File: src/rtl/ctrl_pipe_stage.sv
// ctrl_pipe_stage: elastic DEPTH-stage register for packed control words.
// Each stage carries a valid bit; empty stages always hold NOP_VALUE so a
// consumer that ignores out_valid only ever sees side-effect-free words.
// Backpressure ripples combinationally through the take chain (no skid
// buffer), so bubbles anywhere in the pipe collapse while the head stalls.
module ctrl_pipe_stage #(
  parameter int                 WIDTH     = 32,
  parameter int                 DEPTH     = 1,
  parameter logic [WIDTH-1:0]   NOP_VALUE = {WIDTH{1'b0}},
  localparam int                OCC_W     = $clog2(DEPTH + 1)
) (
  input  logic              clk,
  input  logic              rst_n,
  input  logic              in_valid,
  output logic              in_ready,
  input  logic [WIDTH-1:0]  in_data,
  output logic              out_valid,
  input  logic              out_ready,
  output logic [WIDTH-1:0]  out_data,
  input  logic [DEPTH-1:0]  flush,
  output logic [OCC_W-1:0]  occupancy
);

  logic [DEPTH-1:0] valid_q;
  logic [WIDTH-1:0] data_q [DEPTH];

  logic [DEPTH-1:0] take;
  logic [DEPTH-1:0] src_valid;
  logic [WIDTH-1:0] src_data [DEPTH];

  // Take chain, walked from the output side: a stage can load when it is
  // empty or when whatever sits below it is moving on. Flush does not gate
  // this, so an upstream stage still sees its word consumed by a flushed stage.
  always_comb begin
    logic rdy;
    rdy = out_ready;
    for (int i = DEPTH - 1; i >= 0; i--) begin
      take[i] = ~valid_q[i] | rdy;
      rdy     = take[i];
    end
  end

  assign in_ready = take[0];

  genvar g;
  generate
    for (g = 0; g < DEPTH; g++) begin : g_stage
      if (g == 0) begin : g_src_in
        assign src_valid[g] = in_valid;
        assign src_data[g]  = in_data;
      end else begin : g_src_prev
        assign src_valid[g] = valid_q[g-1];
        assign src_data[g]  = data_q[g-1];
      end

      // Stage register: flush beats load, load beats drain, otherwise hold.
      always_ff @(posedge clk or negedge rst_n) begin
        if (!rst_n) begin
          valid_q[g] <= 1'b0;
          data_q[g]  <= NOP_VALUE;
        end else if (flush[g]) begin
          valid_q[g] <= 1'b0;
          data_q[g]  <= NOP_VALUE;
        end else if (take[g]) begin
          if (src_valid[g]) begin
            valid_q[g] <= 1'b1;
            data_q[g]  <= src_data[g];
          end else begin
            valid_q[g] <= 1'b0;
            data_q[g]  <= NOP_VALUE;
          end
        end
      end
    end
  endgenerate

  assign out_valid = valid_q[DEPTH-1];
  assign out_data  = data_q[DEPTH-1];

  // Occupancy is a plain popcount of the stage valid bits; it cannot exceed DEPTH.
  always_comb begin
    occupancy = '0;
    for (int i = 0; i < DEPTH; i++) begin
      occupancy = occupancy + OCC_W'(valid_q[i]);
    end
  end

endmodule

File: config.mk
export PLATFORM = sky130hd
export DESIGN_NAME = ctrl_pipe_stage
export DESIGN_NICKNAME = d
export VERILOG_FILES = /design/src/rtl/ctrl_pipe_stage.sv
export SDC_FILE = /design/constraint.sdc
export NUM_CORES = 1
export LEC_CHECK = 0
export BUFFER_PORTS_ARGS = -buffer_cell sky130_fd_sc_hd__buf_2
export CORE_AREA = 2 2 65 67
export CTS_CLUSTER_DIAMETER = 120
export DETAILED_ROUTE_END_ITERATION = 8
export DIE_AREA = 0 0 67 69
export GPL_TIMING_DRIVEN = 0
export PLACE_DENSITY = 0.74
export SLEW_MARGIN = 30
export SYNTH_ARGS = -nofsm -noshare
export SYNTH_HDL_FRONTEND = slang
export SYNTH_SLANG_ARGS = --single-unit
File: constraint.sdc
create_clock -name clk -period 1.2 [get_ports clk]
set_clock_uncertainty 0.2 [all_clocks]
set_input_delay 0.12 -clock clk [delete_from_list [all_inputs] [get_ports clk]]
set_output_delay 0.12 -clock clk [all_outputs]
set_load 0.05 [all_outputs]
==> results.py <==
metrics = {
    "die": {
        "io_pins": 72,
        "die_y_microns": 69,
        "die_w_microns": 67,
        "initial_core_util": 0.4098,
        "die_area_sq_mm": 0.004623,
        "std_cell_rows": 23,
        "core_area_sq_mm": 0.003914,
    },
    "route": {
        "met3_length_microns": 233,
        "via_per_inst": 4.827,
        "route.met2.wl_mm": 2.433,
        "drc": 0,
        "drt-met1-wl_mm": 1.868,
        "routed-via-count": 1535,
        "ant_nets": 0,
        "drt_iter0_drc": 101,
        "wl_per_cell_microns": 14.44,
        "top_layer": "met4",
        "first_pass_iters": 6,
        "finalWirelength_mm": 4.593,
    },
    "worst_setup_path": {
        "worstPathArrival_ps": 1150,
        "path_buf_inv": 3,
        "end_kind": "primary output",
        "path_max_fanout": 3,
        "cp_top_family": "flip-flops",
        "cp_common_cell": "buf_12",
        "critPathKind": "reg -> out",
        "worst_path_max_delay_cell": "dfrtp_2",
        "cpPeakStageDelay_ps": 360,
        "worstPathCellList": "nor2b_4 > inv_8 > buf_12 > buf_12",
        "required_ps": 880,
        "critPathLaunchType": "flop",
    },
    "power_and_ir_drop": {
        "power.total_mw": 2.766,
        "comb_power_share": 0.264,
        "powerDensity_mw_per_mm2": 1029,
        "pwr-share-clk": 0.306,
        "p_int_mw": 1.940,
        "switching_share": 0.2988,
        "p_sw_mw": 0.8265,
        "seqPwrFrac": 0.431,
        "vdd_ir_drop_max_v": 0.0007447,
        "power_leakage_nw": 1.253,
    },
    "sta": {
        "fin_crit_sh": 1.224,
        "setup_viol": 36,
        "hold_viol": 33,
        "fin_ws_ps": -269.2,
        "hold-worst-slack_ps": -295.0,
        "tns_ps": -7146,
        "final_max_slew_viol_count": 0,
        "period_minus_slack_ps": 1469,
        "clock.fmax_ghz": 0.6807,
        "grt_setup_unrepaired": "yes",
        "max-slew-margin-rel": 0.5057,
        "worst_slew_pin_slew_ps": 741.5,
    },
    "run_status": {
        "violations": "hold timing, setup timing",
        "outcome": "finished with violations",
    },
    "clock_tree": {
        "cts_num_sinks": 33,
        "cts_root_buf": "clkbuf_8",
        "tritoncts": "built",
        "clk_pin_slew_ps": 70,
        "insertion_delay_ps": 280,
        "htree_levels": 2,
        "cts_made_buffers": 5,
        "cts_hold_buf": 34,
        "clk_path_buf_depth": 2,
    },
    "final_layout": {
        "ff_latch_area_sq_um": 827.0,
        "multiInputGateArea_sq_um": 645.6,
        "stdcell_count": 318,
        "drive_gt1_frac": 0.5336,
        "final_cell_mix": "buf_2, buf_4, dlygate4sd3_1",
        "diodes": 0,
        "final_common_cell": "buf_2",
        "syn_to_final_growth_pct": 67.63,
        "final_util": 0.6870,
        "fin_area_sq_mm": 0.002689,
        "finalNetCount": 304,
        "fillers": 289,
    },
    "place": {
        "post-place-ws_ps": -259.2,
        "dpl.hpwl_mm": 2.668,
        "place_congestion": 0.8066,
        "post-place-cells": 268,
        "dpl-instance-area_sq_mm": 0.002016,
        "portBuffers": 69,
    },
    "synth": {
        "seq_area_frac_synth": 0.5148,
        "syn_area_per_cell_sq_um": 10.77,
        "ys_seq_elements": 33,
        "ys_warn_count": 0,
        "synthAdderAreaFrac": 0,
        "netlist_instances": 149,
        "synth-xor-area-share": 0,
        "synth_cell_types": 14,
        "synth_nets": 186,
        "synthMuxAreaShare": 0,
        "synth_compound_area_frac": 0.1443,
        "yosys.area_share.simple": 0.2473,
        "synth_top_family_by_area": "simple AND/OR/NAND/NOR gates",
        "syn_area_sq_mm": 0.001604,
    },
    "global_route": {
        "grtUsageTotal": 0.2034,
        "first_global_vias": 1574,
        "antenna_found_initial": 0,
        "overflow": 0,
        "grt_pass1_wl_mm": 7.334,
        "grt_max_degree": 34,
    },
    "hold_path": {
        "hold_class": "in -> async",
    },
    "run": {
        "drv_cap": 0,
    },
}
[kinds of logic after synthesis]
group                  Yosys count
buffers and inverters           17
DFF                             33
and+or+nand+nor                 67
AOI/OAI and AO/OA               32
[timing repair]
item	CTS	global route
setup buffers	9	1
endpoints found under the hold margin	65	33
resized for setup	41	25
setup endpoints to repair	62	50
[power groups by stage]
stage               clock, mW  combinational, mW  sequential, mW
finish                  0.845              0.729            1.19
global route            0.913              0.774            1.20
CTS                     0.860              0.702            1.19
detailed placement          0              0.557            1.21
global placement            0              0.550            1.21
floorplan                   0              0.205            1.38
[final timing paths]
check                              from      endpoint  slack, ps  depth (start not counted)
max                           out_valid      in_ready       -270                          4
min                               rst_n  out_data[16]       -290                          1
max reg2reg                   out_valid  out_data[20]       -230                          6
min reg2reg                out_data[11]  out_data[11]        320                          2
max in group asynchronous         rst_n     out_valid        590                          1
min in group clk               in_valid  out_data[22]        110                          4
[layer usage]
metal  vias up  global-route usage
met5         -                   0
met4         0             0.06122
met3         7             0.05057
met2        45              0.3311
met1       746              0.2629
li1        737                   -
[cells in the mapped netlist (all sizes together)]
cell | number | area share
clkbuf | 2 | 0.0047
a21oi | 32 | 0.14
nand3 | 32 | 0.16
dfrtp | 33 | 0.51
nor2 | 2 | 0.0047
nor2b | 1 | 0.0086
inv | 1 | 0.0070
nand2 | 32 | 0.075
buf | 14 | 0.082
[flip-flops by register name, summed over array words and instances (netlist names)]
name and count:
out_valid 1, out_data 32
[area by class of cell]
class                           instances  area share
Multi-Input combinational cell         99      0.2401
Timing Repair Buffer                  113      0.3383
Inverter                                1    0.004188
Sequential cell                        33      0.3076
Buffer                                 14     0.05305
Tap cell                               50     0.02327
Clock buffer                            8     0.03350
[worst register-to-register path, delay by kind of cell, from the launching register on]
| kind | cells | cell delay, ps |
|---|---|---|
| simple gates | 2 | 300 |
| buf+inv | 3 | 380 |
| compound gates | 1 | 130 |
| flops | 1 | 360 |
(Power assumes the default switching activity.)
